File: config.mk
export PLATFORM = sky130hd
export DESIGN_NAME = ioctl_loader_flat
export DESIGN_NICKNAME = d
export VERILOG_FILES = /design/src/rtl/ioctl_loader_pkg.sv /design/src/rtl/ioctl_loader_if.sv /design/src/rtl/ioctl_loader_fifo.sv /design/src/rtl/ioctl_loader.sv /design/src/flat_wrapper.sv
export SDC_FILE = /design/constraint.sdc
export NUM_CORES = 1
export LEC_CHECK = 0
export CAP_MARGIN = 0
export CELL_PAD_IN_SITES_DETAIL_PLACEMENT = 1
export CELL_PAD_IN_SITES_GLOBAL_PLACEMENT = 1
export CORE_UTILIZATION = 34
export CTS_CLUSTER_DIAMETER = 50
export DETAILED_ROUTE_END_ITERATION = 8
export PLACE_DENSITY = 0.61
export SYNTH_ARGS = -nofsm -noshare
export SYNTH_HDL_FRONTEND = slang
export SYNTH_SLANG_ARGS = --single-unit
File: constraint.sdc
create_clock -name clk_sys -period 6.7 [get_ports clk_sys]
set_input_delay 1.34 -clock clk_sys [delete_from_list [all_inputs] [get_ports clk_sys]]
set_output_delay 1.34 -clock clk_sys [all_outputs]
set_load 0.005 [all_outputs]
File: src/rtl/ioctl_loader_pkg.sv
// ioctl_loader_pkg: shared types, constants and helpers for the ioctl download router.
//   - hps_io slot numbers for each target memory
//   - target_t / state_t enums
//   - target decode, address-width and one-hot select helpers
package ioctl_loader_pkg;

    localparam logic [7:0] IDX_BIOS   = 8'd0;
    localparam logic [7:0] IDX_SPRITE = 8'd3;
    localparam logic [7:0] IDX_MUSIC  = 8'd4;

    localparam int IOCTL_AW = 25;
    localparam int MEM_AW   = 17;
    localparam int DATA_W   = 8;
    localparam int COUNT_W  = 18;
    localparam int SEL_W    = 3;

    typedef enum logic [1:0] {
        TGT_NONE   = 2'd0,
        TGT_BIOS   = 2'd1,
        TGT_SPRITE = 2'd2,
        TGT_MUSIC  = 2'd3
    } target_t;

    typedef enum logic [1:0] {
        ST_IDLE   = 2'd0,
        ST_ACTIVE = 2'd1,
        ST_DRAIN  = 2'd2,
        ST_DONE   = 2'd3
    } state_t;

    function automatic target_t index_to_target(input logic [7:0] idx);
        case (idx)
            IDX_BIOS:   return TGT_BIOS;
            IDX_SPRITE: return TGT_SPRITE;
            IDX_MUSIC:  return TGT_MUSIC;
            default:    return TGT_NONE;
        endcase
    endfunction

    // Address width of a target; TGT_NONE returns 0 (callers gate NONE separately).
    function automatic logic [4:0] target_aw(input target_t tgt,
                                             input logic [4:0] bios_aw,
                                             input logic [4:0] sprite_aw,
                                             input logic [4:0] music_aw);
        case (tgt)
            TGT_BIOS:   return bios_aw;
            TGT_SPRITE: return sprite_aw;
            TGT_MUSIC:  return music_aw;
            default:    return 5'd0;
        endcase
    endfunction

    function automatic logic [SEL_W-1:0] target_onehot(input target_t tgt);
        case (tgt)
            TGT_BIOS:   return 3'b001;
            TGT_SPRITE: return 3'b010;
            TGT_MUSIC:  return 3'b100;
            default:    return 3'b000;
        endcase
    endfunction

endpackage

File: src/rtl/ioctl_loader_if.sv
// ioctl_loader_if: hps_io ioctl byte stream plus the memory write port.
//   master : drives ioctl_* requests and mem_ready (hps_io + memory side)
//   slave  : the loader; drives ioctl_wait and the mem_* write request
interface ioctl_loader_if;
    import ioctl_loader_pkg::*;

    logic                ioctl_download;
    logic [7:0]          ioctl_index;
    logic                ioctl_wr;
    logic [IOCTL_AW-1:0] ioctl_addr;
    logic [DATA_W-1:0]   ioctl_dout;
    logic                ioctl_wait;
    logic                mem_wr;
    logic [SEL_W-1:0]    mem_sel;
    logic [MEM_AW-1:0]   mem_addr;
    logic [DATA_W-1:0]   mem_data;
    logic                mem_ready;

    modport master (
        output ioctl_download, ioctl_index, ioctl_wr, ioctl_addr, ioctl_dout, mem_ready,
        input  ioctl_wait, mem_wr, mem_sel, mem_addr, mem_data
    );

    modport slave (
        input  ioctl_download, ioctl_index, ioctl_wr, ioctl_addr, ioctl_dout, mem_ready,
        output ioctl_wait, mem_wr, mem_sel, mem_addr, mem_data
    );
endinterface

File: src/rtl/ioctl_loader_fifo.sv
// ioctl_fifo: synchronous FIFO whose head entry is presented from a register.
//   clk, rst_n       : clock, async active-low reset
//   push, push_data  : enqueue (accepted when not full, or when popping in the same cycle)
//   pop              : dequeue the head (ignored when empty)
//   full, empty      : occupancy flags
//   count            : current occupancy
//   head             : registered copy of the oldest entry, valid while !empty
module ioctl_fifo #(
    parameter int WIDTH = 25,
    parameter int DEPTH = 4
) (
    input  logic                       clk,
    input  logic                       rst_n,
    input  logic                       push,
    input  logic [WIDTH-1:0]           push_data,
    input  logic                       pop,
    output logic                       full,
    output logic                       empty,
    output logic [$clog2(DEPTH):0]     count,
    output logic [WIDTH-1:0]           head
);
    localparam int PW = $clog2(DEPTH);
    localparam logic [PW:0] FULL_CNT = DEPTH[PW:0];

    logic [WIDTH-1:0] mem_r [DEPTH];
    logic [PW-1:0]    wr_ptr_r;
    logic [PW-1:0]    rd_ptr_r;
    logic [PW:0]      count_r;
    logic [PW:0]      count_nxt_s;
    logic [PW:0]      remain_s;
    logic [WIDTH-1:0] head_r;
    logic [WIDTH-1:0] head_nxt_s;
    logic             push_ok_s;
    logic             pop_ok_s;

    assign full  = (count_r == FULL_CNT);
    assign empty = (count_r == {(PW+1){1'b0}});
    assign count = count_r;
    assign head  = head_r;

    // Accept/retire decisions and the entry that becomes head after this edge.
    // The head register lets the output appear one cycle after the push even when empty.
    always_comb begin
        pop_ok_s    = pop && !empty;
        push_ok_s   = push && (!full || pop_ok_s);
        count_nxt_s = count_r + {{PW{1'b0}}, push_ok_s} - {{PW{1'b0}}, pop_ok_s};
        remain_s    = count_r - {{PW{1'b0}}, pop_ok_s};
        if (remain_s != {(PW+1){1'b0}}) begin
            head_nxt_s = mem_r[rd_ptr_r + {{(PW-1){1'b0}}, pop_ok_s}];
        end else if (push_ok_s) begin
            head_nxt_s = push_data;
        end else begin
            head_nxt_s = head_r;
        end
    end

    // Storage, pointers, occupancy and head register.
    always_ff @(posedge clk or negedge rst_n) begin
        if (!rst_n) begin
            for (int i = 0; i < DEPTH; i++) begin
                mem_r[i] <= {WIDTH{1'b0}};
            end
            wr_ptr_r <= {PW{1'b0}};
            rd_ptr_r <= {PW{1'b0}};
            count_r  <= {(PW+1){1'b0}};
            head_r   <= {WIDTH{1'b0}};
        end else begin
            if (push_ok_s) begin
                mem_r[wr_ptr_r] <= push_data;
                wr_ptr_r        <= wr_ptr_r + {{(PW-1){1'b0}}, 1'b1};
            end
            if (pop_ok_s) begin
                rd_ptr_r <= rd_ptr_r + {{(PW-1){1'b0}}, 1'b1};
            end
            count_r <= count_nxt_s;
            head_r  <= head_nxt_s;
        end
    end
endmodule

File: src/rtl/ioctl_loader.sv
// ioctl_loader: routes an hps_io download into the BIOS, sprite ROM or YM music memory.
//   clk_sys, reset_n : clock, async active-low reset
//   io (slave)       : ioctl_* byte stream in, ioctl_wait back-pressure, mem_* write port out
//   dl_busy          : download in flight (start until the done pulse)
//   dl_done          : one-cycle completion pulse
//   dl_count, dl_sum : committed byte count (saturating) and mod-256 byte sum
//   dl_overflow      : a byte was dropped (out of range or FIFO full)
module ioctl_loader
    import ioctl_loader_pkg::*;
#(
    parameter int BIOS_AW     = 14,
    parameter int SPRITE_AW   = 15,
    parameter int MUSIC_AW    = 17,
    parameter int FIFO_DEPTH  = 4,
    parameter int WAIT_THRESH = 2
) (
    input  logic               clk_sys,
    input  logic               reset_n,
    ioctl_loader_if.slave      io,
    output logic               dl_busy,
    output logic               dl_done,
    output logic [COUNT_W-1:0] dl_count,
    output logic [DATA_W-1:0]  dl_sum,
    output logic               dl_overflow
);
    localparam int CW = $clog2(FIFO_DEPTH) + 1;
    localparam int EW = MEM_AW + DATA_W;

    state_t             state_r;
    state_t             state_nxt;
    target_t            target_r;
    target_t            target_nxt;
    logic               start_s;
    logic [4:0]         aw_s;
    logic               wr_active_s;
    logic               in_range_s;
    logic               range_drop_s;
    logic               push_s;
    logic               push_acc_s;
    logic               pop_s;
    logic [CW-1:0]      occ_nxt_s;
    logic               fifo_full_s;
    logic               fifo_empty_s;
    logic [CW-1:0]      fifo_count_s;
    logic [EW-1:0]      head_s;
    logic               busy_r;
    logic               done_r;
    logic               wait_r;
    logic               mem_wr_r;
    logic [SEL_W-1:0]   sel_r;
    logic [COUNT_W-1:0] count_r;
    logic [DATA_W-1:0]  sum_r;
    logic               ovf_r;

    // Byte acceptance: only in ACTIVE, only for a real target, only inside its window.
    assign aw_s         = target_aw(target_r, 5'(BIOS_AW), 5'(SPRITE_AW), 5'(MUSIC_AW));
    assign wr_active_s  = (state_r == ST_ACTIVE) && io.ioctl_wr;
    assign in_range_s   = (target_r != TGT_NONE) && ((io.ioctl_addr >> aw_s) == 25'd0);
    assign push_s       = wr_active_s && in_range_s;
    assign range_drop_s = wr_active_s && (target_r != TGT_NONE) && !in_range_s;
    assign pop_s        = mem_wr_r && io.mem_ready;
    assign push_acc_s   = push_s && (!fifo_full_s || pop_s);
    assign occ_nxt_s    = fifo_count_s + {{(CW-1){1'b0}}, push_acc_s} - {{(CW-1){1'b0}}, pop_s};

    ioctl_fifo #(
        .WIDTH (EW),
        .DEPTH (FIFO_DEPTH)
    ) u_fifo (
        .clk       (clk_sys),
        .rst_n     (reset_n),
        .push      (push_s),
        .push_data ({io.ioctl_addr[MEM_AW-1:0], io.ioctl_dout}),
        .pop       (pop_s),
        .full      (fifo_full_s),
        .empty     (fifo_empty_s),
        .count     (fifo_count_s),
        .head      (head_s)
    );

    // Next-state logic; the target is latched only when a download starts.
    always_comb begin
        state_nxt  = state_r;
        target_nxt = target_r;
        start_s    = 1'b0;
        case (state_r)
            ST_IDLE: begin
                if (io.ioctl_download) begin
                    state_nxt  = ST_ACTIVE;
                    target_nxt = index_to_target(io.ioctl_index);
                    start_s    = 1'b1;
                end else begin
                    state_nxt  = ST_IDLE;
                end
            end
            ST_ACTIVE: begin
                if (!io.ioctl_download) begin
                    state_nxt = ST_DRAIN;
                end else begin
                    state_nxt = ST_ACTIVE;
                end
            end
            ST_DRAIN: begin
                if (fifo_empty_s && !mem_wr_r) begin
                    state_nxt = ST_DONE;
                end else begin
                    state_nxt = ST_DRAIN;
                end
            end
            ST_DONE: begin
                state_nxt = ST_IDLE;
            end
            default: begin
                state_nxt = ST_IDLE;
            end
        endcase
    end

    // State and latched target registers.
    always_ff @(posedge clk_sys or negedge reset_n) begin
        if (!reset_n) begin
            state_r  <= ST_IDLE;
            target_r <= TGT_NONE;
        end else begin
            state_r  <= state_nxt;
            target_r <= target_nxt;
        end
    end

    // Registered handshake/status outputs, all derived from the post-edge state and occupancy.
    always_ff @(posedge clk_sys or negedge reset_n) begin
        if (!reset_n) begin
            busy_r   <= 1'b0;
            done_r   <= 1'b0;
            wait_r   <= 1'b0;
            mem_wr_r <= 1'b0;
            sel_r    <= 3'b000;
        end else begin
            busy_r   <= (state_nxt == ST_ACTIVE) || (state_nxt == ST_DRAIN);
            done_r   <= (state_nxt == ST_DONE);
            wait_r   <= (state_nxt == ST_DRAIN) || (state_nxt == ST_DONE) ||
                        (occ_nxt_s >= CW'(WAIT_THRESH));
            mem_wr_r <= (occ_nxt_s != {CW{1'b0}});
            sel_r    <= (state_nxt == ST_IDLE) ? 3'b000 : target_onehot(target_nxt);
        end
    end

    // Per-download statistics; cleared at start, held after DONE until the next start.
    always_ff @(posedge clk_sys or negedge reset_n) begin
        if (!reset_n) begin
            count_r <= {COUNT_W{1'b0}};
            sum_r   <= 8'd0;
            ovf_r   <= 1'b0;
        end else if (start_s) begin
            count_r <= {COUNT_W{1'b0}};
            sum_r   <= 8'd0;
            ovf_r   <= 1'b0;
        end else begin
            if (pop_s) begin
                if (count_r != {COUNT_W{1'b1}}) begin
                    count_r <= count_r + 18'd1;
                end
                sum_r <= sum_r + head_s[DATA_W-1:0];
            end
            if (range_drop_s || (push_s && !push_acc_s)) begin
                ovf_r <= 1'b1;
            end
        end
    end

    assign io.ioctl_wait = wait_r;
    assign io.mem_wr     = mem_wr_r;
    assign io.mem_sel    = sel_r;
    assign io.mem_addr   = head_s[EW-1:DATA_W];
    assign io.mem_data   = head_s[DATA_W-1:0];
    assign dl_busy       = busy_r;
    assign dl_done       = done_r;
    assign dl_count      = count_r;
    assign dl_sum        = sum_r;
    assign dl_overflow   = ovf_r;
endmodule

File: src/flat_wrapper.sv
// flat-port wrapper written by rule: the top's interface ports become plain ports
module ioctl_loader_flat import ioctl_loader_pkg::*;
#(
    parameter int BIOS_AW     = 14,
    parameter int SPRITE_AW   = 15,
    parameter int MUSIC_AW    = 17,
    parameter int FIFO_DEPTH  = 4,
    parameter int WAIT_THRESH = 2
)
  (clk_sys, reset_n, dl_busy, dl_done, dl_count, dl_sum, dl_overflow, io_ioctl_download, io_ioctl_index, io_ioctl_wr, io_ioctl_addr, io_ioctl_dout, io_mem_ready, io_ioctl_wait, io_mem_wr, io_mem_sel, io_mem_addr, io_mem_data);
  ioctl_loader_if io_i ();
  input  logic clk_sys;
  input  logic reset_n;
  output logic dl_busy;
  output logic dl_done;
  output logic [COUNT_W-1:0] dl_count;
  output logic [DATA_W-1:0] dl_sum;
  output logic dl_overflow;
  input wire logic [$bits(io_i.ioctl_download)-1:0] io_ioctl_download;
  input wire logic [$bits(io_i.ioctl_index)-1:0] io_ioctl_index;
  input wire logic [$bits(io_i.ioctl_wr)-1:0] io_ioctl_wr;
  input wire logic [$bits(io_i.ioctl_addr)-1:0] io_ioctl_addr;
  input wire logic [$bits(io_i.ioctl_dout)-1:0] io_ioctl_dout;
  input wire logic [$bits(io_i.mem_ready)-1:0] io_mem_ready;
  output wire logic [$bits(io_i.ioctl_wait)-1:0] io_ioctl_wait;
  output wire logic [$bits(io_i.mem_wr)-1:0] io_mem_wr;
  output wire logic [$bits(io_i.mem_sel)-1:0] io_mem_sel;
  output wire logic [$bits(io_i.mem_addr)-1:0] io_mem_addr;
  output wire logic [$bits(io_i.mem_data)-1:0] io_mem_data;
  assign io_i.ioctl_download = io_ioctl_download;
  assign io_i.ioctl_index = io_ioctl_index;
  assign io_i.ioctl_wr = io_ioctl_wr;
  assign io_i.ioctl_addr = io_ioctl_addr;
  assign io_i.ioctl_dout = io_ioctl_dout;
  assign io_i.mem_ready = io_mem_ready;
  assign io_ioctl_wait = io_i.ioctl_wait;
  assign io_mem_wr = io_i.mem_wr;
  assign io_mem_sel = io_i.mem_sel;
  assign io_mem_addr = io_i.mem_addr;
  assign io_mem_data = io_i.mem_data;
  ioctl_loader #(.BIOS_AW(BIOS_AW), .SPRITE_AW(SPRITE_AW), .MUSIC_AW(MUSIC_AW), .FIFO_DEPTH(FIFO_DEPTH), .WAIT_THRESH(WAIT_THRESH)) u_core (.clk_sys(clk_sys), .reset_n(reset_n), .io(io_i), .dl_busy(dl_busy), .dl_done(dl_done), .dl_count(dl_count), .dl_sum(dl_sum), .dl_overflow(dl_overflow));
endmodule
==> reports/metrics.cfg, run 1 <==
[min_path]
hp-start = u_core.u_fifo.mem_r[45]
min_delay_path_depth = 1
holdCritPathClass = flip-flop to flip-flop
hold_end = u_core.u_fifo.mem_r[45]

[detailed_routing]
drt_iter0_markers = 253
ant_nets = 0
vias_per_cell = 5.29
post_drt_wl_per_cell_um = 20.5
firstDrtPassIters = 4
vias = 5879
route.detailed.drc = 0
wl_mm = 22.8

[clock_network]
cts.sinks = 170
postCtsSetupBuffers = 0
cts_tree = yes
htree_levels = 4
numCtsBuffers = 17
cts.root.buffer_cell = clkbuf_16
clock_path_buffers = 2
cts_hold_buf = 0
clk_pin_slew_ns = 0.07
insertion_delay_ns = 0.42
cts_resized = 0

[layout]
final_area_mm2 = 0.0105
fillers = 2591
antenna_cells = 0
drive_gt1_share_pct = 22.5
fin_util_pct = 42.6
instances_no_fill = 1112
nNetsFinal = 848
area_growth_pct = 21.7

[grt]
grt_max_degree = 113
grt.total_usage_pct = 18.5
grt_overflow_total = 0
grt_first_pass_wirelength_mm = 37.3
grt_pass1_vias = 6646
antenna_found_initial = 0

[pwr]
p_leak_nw = 4.76
total_power_mw = 2.26
peakVddDrop_uv = 138
p_per_area_mw_per_mm2 = 215

[timing]
rsz0062_at_grt = no
worst_pin_slew_ns = 1.04
slew_headroom_pct = 30.4
skew_ns = 0.00840
slew_violations = 0
finalHoldViolations = 0
whs_ns = 0.505
timing.final.crit_period_ns = 4.59
worst_slack_ns = 2.11
fin_crit_sh_pct = 68.5
tns_ns = 0
report.final.setup_viol = 0
fmax_mhz = 218

[synth]
netlist_area_mm2 = 0.00861
yosysSeqAreaShare_pct = 49.4
synthTopCellsByCount = 170 x dfrtp_1, 75 x nand2_1, 60 x mux2_2, 40 x mux2_4, 32 x o211ai_1
ys_types = 57
yosysMostFrequentCell = dfrtp_1
synth-compound-area-share_pct = 6.71
synth_edf_count = 0
synthXorXnorAreaFrac_pct = 1.93
syn_inst = 684
synth_top_area_cell = dfrtp_1
synthSimpleGateAreaFrac_pct = 11.8
yosysTopAreaCellShare_pct = 49.4
yosysWarnings = 0
muxShareOfSynthArea_pct = 21.6
netlist_top_cells_area = dfrtp_1 49%, mux2_2 7.8%, mux2_4 7.0%, mux4_2 6.5%, ha_1 3.5%
synth_top_family_by_area = multiplexers
yosys.area_share.adder_pct = 4.19
avgSynthCellArea_um2 = 12.6
syn_nets = 757
synthFlopType = dfrtp_1
synthArstFlopShare_pct = 100
ys_ff_latch = 170

[floorplan]
core_region_area_mm2 = 0.0246
start_util_pct = 35.0
die_h_um = 161
die_width_um = 161
io_pins = 105
num_rows = 57
die_area_mm2 = 0.0260

[setup_path]
cp_common_cell = inv_1
r2r-end = u_core.io.mem_wr
critPathTopFamily = simple AND/OR/NAND/NOR gates
crit_fanout = 31
r2r_cells = 15
crit_type = input port to flip-flop
crit_chain = clkdlybuf4s50_1 > nor4_1 > a32o_1 > and3_1 > buf_4 > and2_1 > inv_1 > ha_1 > inv_1 > ha_1 > inv_1 > fa_1 > xnor2_1 > nand3b_1
cp_data_arrival_time_ns = 4.90
path_buf_inv = 5
required_ns = 7.00
r2r_slack_ns = 2.87
worstSetupStartpointType = input port
reg2reg_from = u_core.target_r[0]
cpPeakStageDelay_ns = 0.68
end_kind = flip-flop
slowest_stage = and2_1

[place]
port_buffers = 104
dpl.cell_count = 1080
place_congestion = 0.785
place_ws_ns = 1.59
dpl_cell_area_mm2 = 0.00986
dp.final_hpwl_mm = 14.9

[run_status]
outcome = finished clean

[run]
max_cap_viol_count = 0

-- worst register-to-register path, delay by kind of cell (launching register included) --
family | cells | cell delay, ns
xor+xnor | 1 | 0.20
fa+ha+maj | 4 | 1.07
compound gates | 1 | 0.18
buf+inv | 5 | 0.74
flops | 1 | 0.43
simple gates | 4 | 1.09
-- cells in the final DEF, fill, tap and decap left out, types with 3 or more instances in the layout --
cell type,synthesis,final
nand2b_1,4,4
nor3b_1,3,3
o21a_1,3,3
mux2_4,40,40
xor2_1,7,6
buf_4,5,9
and2_1,7,7
ha_1,24,24
xnor2_1,12,12
mux4_2,25,25
a31oi_1,3,3
inv_6,0,3
and4_1,3,3
nand2_1,75,75
inv_1,26,26
bufinv_16,0,3
nand4_1,29,29
inv_8,0,3
nor4_1,6,6
a211oi_1,3,3
or3_1,3,3
clkbuf_16,0,17
nor2_1,23,23
or4_1,4,4
nand3_1,13,13
a21oi_1,13,13
or3b_1,3,3
mux2_2,60,60
o31ai_1,3,3
nor3_1,8,8
clkdlybuf4s50_1,0,103
o21ai_0,7,7
dfrtp_1,170,170
and3_1,3,3
o211ai_1,32,32
fa_1,3,3
-- worst max path at each step --
stage | endpoint | from | cells past startpoint | slack, ns
global route | u_core.io.mem_wr | io_ioctl_addr[17] | 14 | 1.84
CTS | u_core.io.mem_wr | io_ioctl_addr[17] | 14 | 2.05
global placement | u_core.io.ioctl_wait | io_ioctl_addr[18] | 14 | 1.71
finish | u_core.io.mem_wr | io_ioctl_addr[17] | 14 | 2.11
floorplan | u_core.u_fifo.head[19] | io_mem_ready | 10 | 2.81
detailed placement | u_core.io.mem_wr | io_ioctl_addr[17] | 14 | 1.59
-- power breakdown --
part	internal, mW	switching (mW)	total (mW)
logic	0.0601	0.0894	0.150
clock network	0.608	0.448	1.06
registers	1.04	0.00961	1.05
-- registers in the layout (all words and copies together) (netlist names) --
name / flops
u_core.io.mem_sel: 3
u_core.state_r: 2
u_core.u_fifo.count: 3
u_core.dl_overflow: 1
u_core.dl_busy: 1
u_core.u_fifo.head: 25
u_core.dl_sum: 8
u_core.target_r: 2
u_core.u_fifo.rd_ptr_r: 2
u_core.u_fifo.wr_ptr_r: 2
u_core.u_fifo.mem_r: 100
u_core.dl_done: 1
u_core.dl_count: 18
u_core.io.ioctl_wait: 1
u_core.io.mem_wr: 1
-- cells by family after synthesis --
family	Yosys count
adder cells (fa/ha/maj)	27
flip-flops	170
multiplexers	127
buffers and inverters	67
AND/OR/NAND/NOR	195
AO/OA/AOI/OAI	79
XOR/XNOR	19
-- routing by layer --
metal	GRT usage (%)	up-vias	routed length, um
met4	4.72	0	146
met1	23.7	3078	10200
met2	32.5	96	11800
li1	-	2692	-
met3	3.06	13	601
met5	0	-	0
-- cell type report --
cell class	instances	area [um^2]	area share [%]
inverter	26	97.6	0.931
sequential	170	4250	40.6
multi-input combinational	447	3990	38.1
tap	324	405	3.87
clock buffer	18	439	4.19
timing repair buffer	113	1110	10.6
clock inverter	14	185	1.77
Power figures use the tool's default switching activity.
==> inputs of run 2 (changes only) <==
==> constraint.sdc (replaced) <==
create_clock -name clk_sys -period 4.65 [get_ports clk_sys]
set_input_delay 0.93 -clock clk_sys [delete_from_list [all_inputs] [get_ports clk_sys]]
set_output_delay 0.93 -clock clk_sys [all_outputs]
set_load 0.005 [all_outputs]
==> run 2 against run 1 <==
  * Sequential power increased by 44%
  * Global-route usage decreased by 0.051 points
  * Combinational power increased by 47%
  * Register-to-register slack got worse by 1.3 ns
  * Cell count increased by 1.4%
  * Clock-buffer cell count unchanged
  * Cell area increased by 1.6%
  * Sequential cell count unchanged
  * Setup slack got worse by 1.0 ns
  * Critical path depth decreased by 1
  * Wire length decreased by 0.55%
  * Clock power increased by 50%
  * Highest routed layer unchanged
==> reports/metrics.cfg, run 2 (same netlist as run 1, synthesis figures left out) <==
[place]
port_buffers = 104  ; unchanged
place_congestion = 0.816  ; +3.9%
dp.final_hpwl_mm = 15.2  ; +2.2%

[pwr]
p_sw_share_pct = 23.3  ; -0.96 points
p_per_area_mw_per_mm2 = 312  ; +45%
power.net_switching_uw = 774  ; +41%
pwr-share-comb_pct = 6.7  ; about the same
peakVddDrop_uv = 256  ; +86%
intPower_mw = 2.55  ; +49%
clkPwrFrac_pct = 47.9  ; +1.1 points
p_seq_share_pct = 45.5  ; -1.0 points
p_leak_nw = 4.86  ; +2.0%
total_power_mw = 3.32  ; +47%

[floorplan]
num_rows = 57  ; unchanged
die_width_um = 161  ; unchanged
core_region_area_mm2 = 0.0246  ; unchanged
start_util_pct = 35.0  ; unchanged
die_h_um = 161  ; unchanged
die_area_mm2 = 0.0260  ; unchanged
io_pins = 105  ; unchanged

[layout]
nNetsFinal = 864  ; +1.9%
largest_reg_flops = 100  ; unchanged
fillers = 2585  ; -0.23%
final_cell_mix = 170 x dfrtp_1, 103 x clkdlybuf4s50_1, 75 x nand2_1
area_growth_pct = 23.7
mostFrequentLayoutCell = dfrtp_1
largest-register = u_core.u_fifo.mem_r
antenna_cells = 0  ; unchanged
drive_gt1_share_pct = 23.9  ; +1.4 points

[min_path]
holdCritPathClass = flip-flop to flip-flop

[detailed_routing]
ant_nets = 0  ; unchanged
drt_iter0_markers = 274  ; +8.3%
route.detailed.drc = 0  ; unchanged
vias_per_cell = 5.31  ; +0.38%
post_drt_wl_per_cell_um = 20.1  ; -2.0%
wl_mm = 22.6  ; -0.55%
vias = 5986  ; +1.8%
firstDrtPassIters = 4  ; unchanged

[timing]
report.final.setup_viol = 0  ; unchanged
rsz0062_at_grt = no
slew_headroom_pct = 39.6  ; +9.1 points
slew_violations = 0  ; unchanged
finalHoldViolations = 0  ; unchanged
skew_ns = 0.0164  ; +0.00804 ns
fin_crit_sh_pct = 76.4
worst_pin_slew_ns = 0.907  ; -0.137 ns
tns_ns = 0  ; unchanged
timing.final.crit_period_ns = 3.55
fmax_mhz = 282

[clock_network]
cts_resized = 0  ; unchanged
cts_hold_buf = 0  ; unchanged
htree_levels = 4  ; unchanged
clock_path_buffers = 2  ; unchanged
cts.sinks = 170  ; unchanged
cts.root.buffer_cell = clkbuf_16
cts_tree = yes
postCtsSetupBuffers = 0  ; unchanged
numCtsBuffers = 17  ; unchanged
insertion_delay_ns = 0.44  ; +0.02 ns
clk_pin_slew_ns = 0.06  ; about the same

[setup_path]
required_ns = 4.95  ; -2.05 ns
cp_common_cell = inv_1
end_kind = flip-flop
cp_data_arrival_time_ns = 3.85  ; -1.05 ns
crit_fanout = 6  ; -81%
crit_type = input port to flip-flop
critPathTopFamily = simple AND/OR/NAND/NOR gates
crit_chain = clkdlybuf4s50_1 > nor4_1 > o311ai_1 > o21ai_2 > and2_1 > inv_1 > ha_1 > inv_1 > ha_1 > inv_1 > fa_1 > xnor2_1 > nand3_1
worstSetupStartpointType = input port
slowest_stage = clkdlybuf4s50_1
path_buf_inv = 4  ; -1
cpPeakStageDelay_ns = 0.54  ; -0.14 ns

[grt]
grt.total_usage_pct = 18.5  ; -0.051 points
antenna_found_initial = 0  ; unchanged
grt_max_degree = 95  ; -16%
grt_pass1_vias = 6693  ; +0.71%
grt_first_pass_wirelength_mm = 37.4  ; +0.29%
grt_overflow_total = 0  ; unchanged

[run_status]
outcome = finished clean

[run]
max_cap_viol_count = 0  ; unchanged

run 2: changes by cell type in the layout (fill, tap and decap cells not counted), sizes merged:
| cell | previous run | this run |
|---|---|---|
| buf | 10 | 26 |
| inv | 32 | 29 |
| clkinv | 4 | 5 |
| bufinv | 3 | 5 |
run 2: final cells by class:
| class | instances | area, um^2 | share of cell area, % |
|---|---|---|---|
| Clock inverter | 14 | 219 | 2.06 |
| Clock buffer | 18 | 429 | 4.03 |
| Timing Repair Buffer | 129 | 1250 | 11.8 |
| Inverter | 26 | 97.6 | 0.916 |
| Multi-Input combinational cell | 447 | 3990 | 37.5 |
| Sequential cell | 170 | 4250 | 39.9 |
| Tap cell | 324 | 405 | 3.81 |
run 2: power groups by stage:
stage | clock, mW | combinational, mW | sequential [mW]
floorplan | 0 | 0.0792 | 1.54
global placement | 0 | 0.220 | 1.54
detailed placement | 0 | 0.228 | 1.54
CTS | 1.63 | 0.229 | 1.51
global route | 1.68 | 0.248 | 1.51
finish | 1.59 | 0.221 | 1.51
run 2: metal layers:
layer  global-route usage, %  wire length [um]  vias up  part of all wire [%]
met5                       0                 0        -                     0
li1                        -                 -     2729                     -
met3                    2.93               578       18                   2.6
met4                    4.55               231        0                   1.0
met1                    24.5             10300     3143                    45
met2                    31.5             11600       96                    51
run 2: per-stage QoR:
step                      util, %  area [um^2]  setup slack, ns  cells  hold slack, ns
after floorplan                 -         8610             1.17    684           0.464
after global placement       40.6        10000            0.739   1096           0.482
after CTS                    43.3        10600             1.11   1128           0.504
after global routing         43.3        10600            0.945   1128           0.516
final                        43.3        10600             1.10   1128           0.503
after detailed placement     40.6        10000            0.723   1096           0.490
run 2: worst paths after layout:
kind	from	to	slack (ns)	cells past startpoint
min	u_core.u_fifo.mem_r[38]	u_core.u_fifo.mem_r[38]	0.50	1
max reg2reg	u_core.target_r[0]	u_core.io.ioctl_wait	1.54	14
max	io_ioctl_addr[1]	u_core.io.ioctl_wait	1.10	13
min in group asynchronous	reset_n	u_core.dl_sum[6]	0.58	1
max in group asynchronous	reset_n	u_core.u_fifo.mem_r[99]	2.97	2
min reg2reg	u_core.u_fifo.mem_r[38]	u_core.u_fifo.mem_r[38]	0.50	1
run 2: worst register-to-register path: stages, from the launching register on:
cell and delay (ns):
dfrtp_1 0.40, inv_1 0.08, ha_1 0.24, or3b_1 0.38
a32o_1 0.29, and3_1 0.18, and2_1 0.19, inv_1 0.07
ha_1 0.21, inv_1 0.05, ha_1 0.13, inv_1 0.05
fa_1 0.37, xnor2_1 0.22, nand3_1 0.12
==> inputs of run 3 (changes only) <==
--- a/config.mk
+++ b/config.mk
@@ -11,7 +11,7 @@
 export CORE_UTILIZATION = 34
 export CTS_CLUSTER_DIAMETER = 50
 export DETAILED_ROUTE_END_ITERATION = 8
-export PLACE_DENSITY = 0.61
+export PLACE_DENSITY = 0.63
 export SYNTH_ARGS = -nofsm -noshare
 export SYNTH_HDL_FRONTEND = slang
 export SYNTH_SLANG_ARGS = --single-unit
==> constraint.sdc (replaced) <==
create_clock -name clk_sys -period 3 [get_ports clk_sys]
set_input_delay 0.6 -clock clk_sys [delete_from_list [all_inputs] [get_ports clk_sys]]
set_output_delay 0.6 -clock clk_sys [all_outputs]
set_load 0.005 [all_outputs]
==> run 3 against run 2 <==
  * Worst hold slack got worse by 0.38 ns
  * Non-clock buffer count increased by 24
  * Largest cell class unchanged
  * Highest routed layer unchanged
  * Utilization increased by 1.4 points
  * Cell area increased by 3.3%
  * Clock power increased by 46%
==> reports/metrics.cfg, run 3 (same netlist as run 1, synthesis figures left out) <==
[grt]
antenna_found_initial = 0  ; unchanged
grt_overflow_total = 0  ; unchanged
grt_pass1_vias = 6831  ; +2.1%
grt.total_usage_pct = 19.5  ; +1.0 points
grt_max_degree = 55  ; -42%
grt_first_pass_wirelength_mm = 38.8  ; +3.7%

[clock_network]
htree_levels = 4  ; unchanged
cts_hold_buf = 0  ; unchanged
numCtsBuffers = 17  ; unchanged
insertion_delay_ns = 0.44  ; about the same
clk_pin_slew_ns = 0.07  ; about the same
cts.root.buffer_cell = clkbuf_16
clock_path_buffers = 2  ; unchanged
cts_tree = yes
cts.sinks = 170  ; unchanged

[place]
dpl_cell_area_mm2 = 0.0103  ; +2.7%
place_congestion = 0.805  ; -1.3%
port_buffers = 104  ; unchanged
dp.final_hpwl_mm = 15.7  ; +3.0%
dpl.cell_count = 1117  ; +1.9%

[detailed_routing]
post_drt_wl_per_cell_um = 20.6  ; +2.8%
firstDrtPassIters = 4  ; unchanged
ant_nets = 0  ; unchanged
vias = 6083  ; +1.6%
vias_per_cell = 5.28  ; -0.50%
wl_mm = 23.8  ; +5.0%
drt_iter0_markers = 312  ; +14%
route.detailed.drc = 0  ; unchanged

[timing]
finalHoldViolations = 0  ; unchanged
fmax_mhz = 348
tns_ns = 0  ; unchanged
report.final.setup_viol = 0  ; unchanged
timing.final.crit_period_ns = 2.87
fin_crit_sh_pct = 95.6
skew_ns = 0.00936  ; -0.00709 ns
slew_violations = 0  ; unchanged
slew_headroom_pct = 59.9  ; +20 points
worst_pin_slew_ns = 0.587  ; -0.320 ns

[run_status]
outcome = finished clean

[setup_path]
r2r_cells = 13  ; -1
end_kind = flip-flop
crit_fanout = 4  ; -2
worstSetupStartpointType = flip-flop
r2r-end = u_core.io.ioctl_wait
r2r_slack_ns = 0.13  ; -1.41 ns
cp_data_arrival_time_ns = 3.19  ; -0.66 ns
crit_type = flip-flop to flip-flop
required_ns = 3.32  ; -1.63 ns
reg2reg_from = u_core.target_r[1]

[layout]
instances_no_fill = 1152  ; +2.1%
nNetsFinal = 888  ; +2.8%
largest-register = u_core.u_fifo.mem_r
final_area_mm2 = 0.0110  ; +3.3%
antenna_cells = 0  ; unchanged
drive_gt1_share_pct = 28.1  ; +4.3 points
area_growth_pct = 27.7
final_cell_mix = 168 x dfrtp_1, 96 x clkdlybuf4s50_1, 75 x nand2_1
largest_reg_flops = 100  ; unchanged
mostFrequentLayoutCell = dfrtp_1

[floorplan]
num_rows = 57  ; unchanged
die_h_um = 161  ; unchanged
die_width_um = 161  ; unchanged
start_util_pct = 35.0  ; unchanged
io_pins = 105  ; unchanged
die_area_mm2 = 0.0260  ; unchanged
core_region_area_mm2 = 0.0246  ; unchanged

[min_path]
holdCritPathClass = input port to asynchronous set/reset pin

[pwr]
p_leak_nw = 5.06  ; +4.1%
p_per_area_mw_per_mm2 = 458  ; +47%
peakVddDrop_uv = 306  ; +19%

[run]
max_cap_viol_count = 0  ; unchanged

-- run 3: changes by cell type in the layout (fill, tap and decap cells not counted), moves of 3 or more --
| cell | before | now |
|---|---|---|
| buf_4 | 23 | 39 |
| buf_12 | 2 | 10 |
| inv_1 | 26 | 23 |
| ha_1 | 24 | 21 |
| inv_2 | 0 | 3 |
| nor4_1 | 6 | 3 |
| clkdlybuf4s50_1 | 103 | 96 |
| dlymetal6s2s_1 | 0 | 7 |
-- run 3: timing repair --
| item | 4_1_cts | 5_1_grt |
|---|---|---|
| endpoints found under the setup margin | 0 | 4 |
| buffers inserted | 0 | 3 |
| gates resized for setup | 0 | 25 |
-- run 3: power breakdown --
| part | leakage [nW] | internal, mW | switching (mW) | total (mW) |
|---|---|---|---|---|
| Sequential | 2.35 | 2.32 | 0.0189 | 2.34 |
| Clock | 0.290 | 1.34 | 0.982 | 2.32 |
| Combinational | 2.41 | 0.158 | 0.212 | 0.370 |
-- run 3: cell type report --
cell class                      count  area [um^2]
Tap cell                          324          405
Multi-Input combinational cell    447         4070
Clock inverter                     13          166
Clock buffer                       19          443
Inverter                           26         97.6
Sequential cell                   170         4260
Fill cell                        2577        13600
Timing Repair Buffer              153         1550
-- run 3: worst max path at each step --
| stage | from | end | slack [ns] | cells after the start |
|---|---|---|---|---|
| global route | io_ioctl_addr[13] | u_core.io.ioctl_wait | -0.02 | 13 |
| global placement | io_ioctl_addr[1] | u_core.io.mem_wr | -0.37 | 13 |
| finish | u_core.target_r[1] | u_core.io.ioctl_wait | 0.13 | 13 |
| floorplan | u_core.target_r[0] | u_core.io.mem_wr | 0.02 | 15 |
| detailed placement | io_ioctl_addr[7] | u_core.io.mem_wr | -0.42 | 13 |
| CTS | io_ioctl_addr[7] | u_core.io.mem_wr | 0.03 | 13 |
-- run 3: routing by layer --
metal	routed length [um]	vias to the layer above	GRT usage, %
met4	344	0	6.60
met2	12200	114	33.8
met5	0	-	0
li1	-	2760	-
met1	10600	3185	25.0
met3	696	24	2.57
-- run 3: metrics by stage --
stage | hold WS (ns) | utilization, % | setup slack [ns] | power (mW)
2_1_floorplan | 0.304 | - | 0.0194 | 2.51
3_3_place_gp | 0.481 | 41.7 | -0.373 | 2.75
3_5_place_dp | 0.484 | 41.7 | -0.422 | 2.76
4_1_cts | 0.138 | 44.2 | 0.0263 | 5.10
5_1_grt | 0.152 | 44.7 | -0.0228 | 5.23
6_report | 0.127 | 44.7 | 0.131 | 5.03
-- run 3: worst max-delay path: stages, from the launching register on --
cell and delay [ns]:
dfrtp_2 0.45, ha_4 0.19, or3b_1 0.38, a32o_2 0.26
and3_4 0.17, and2_4 0.15, inv_2 0.04, ha_1 0.21
inv_1 0.06, ha_2 0.16, inv_2 0.04, fa_2 0.36
xnor2_2 0.19, nand3_1 0.09
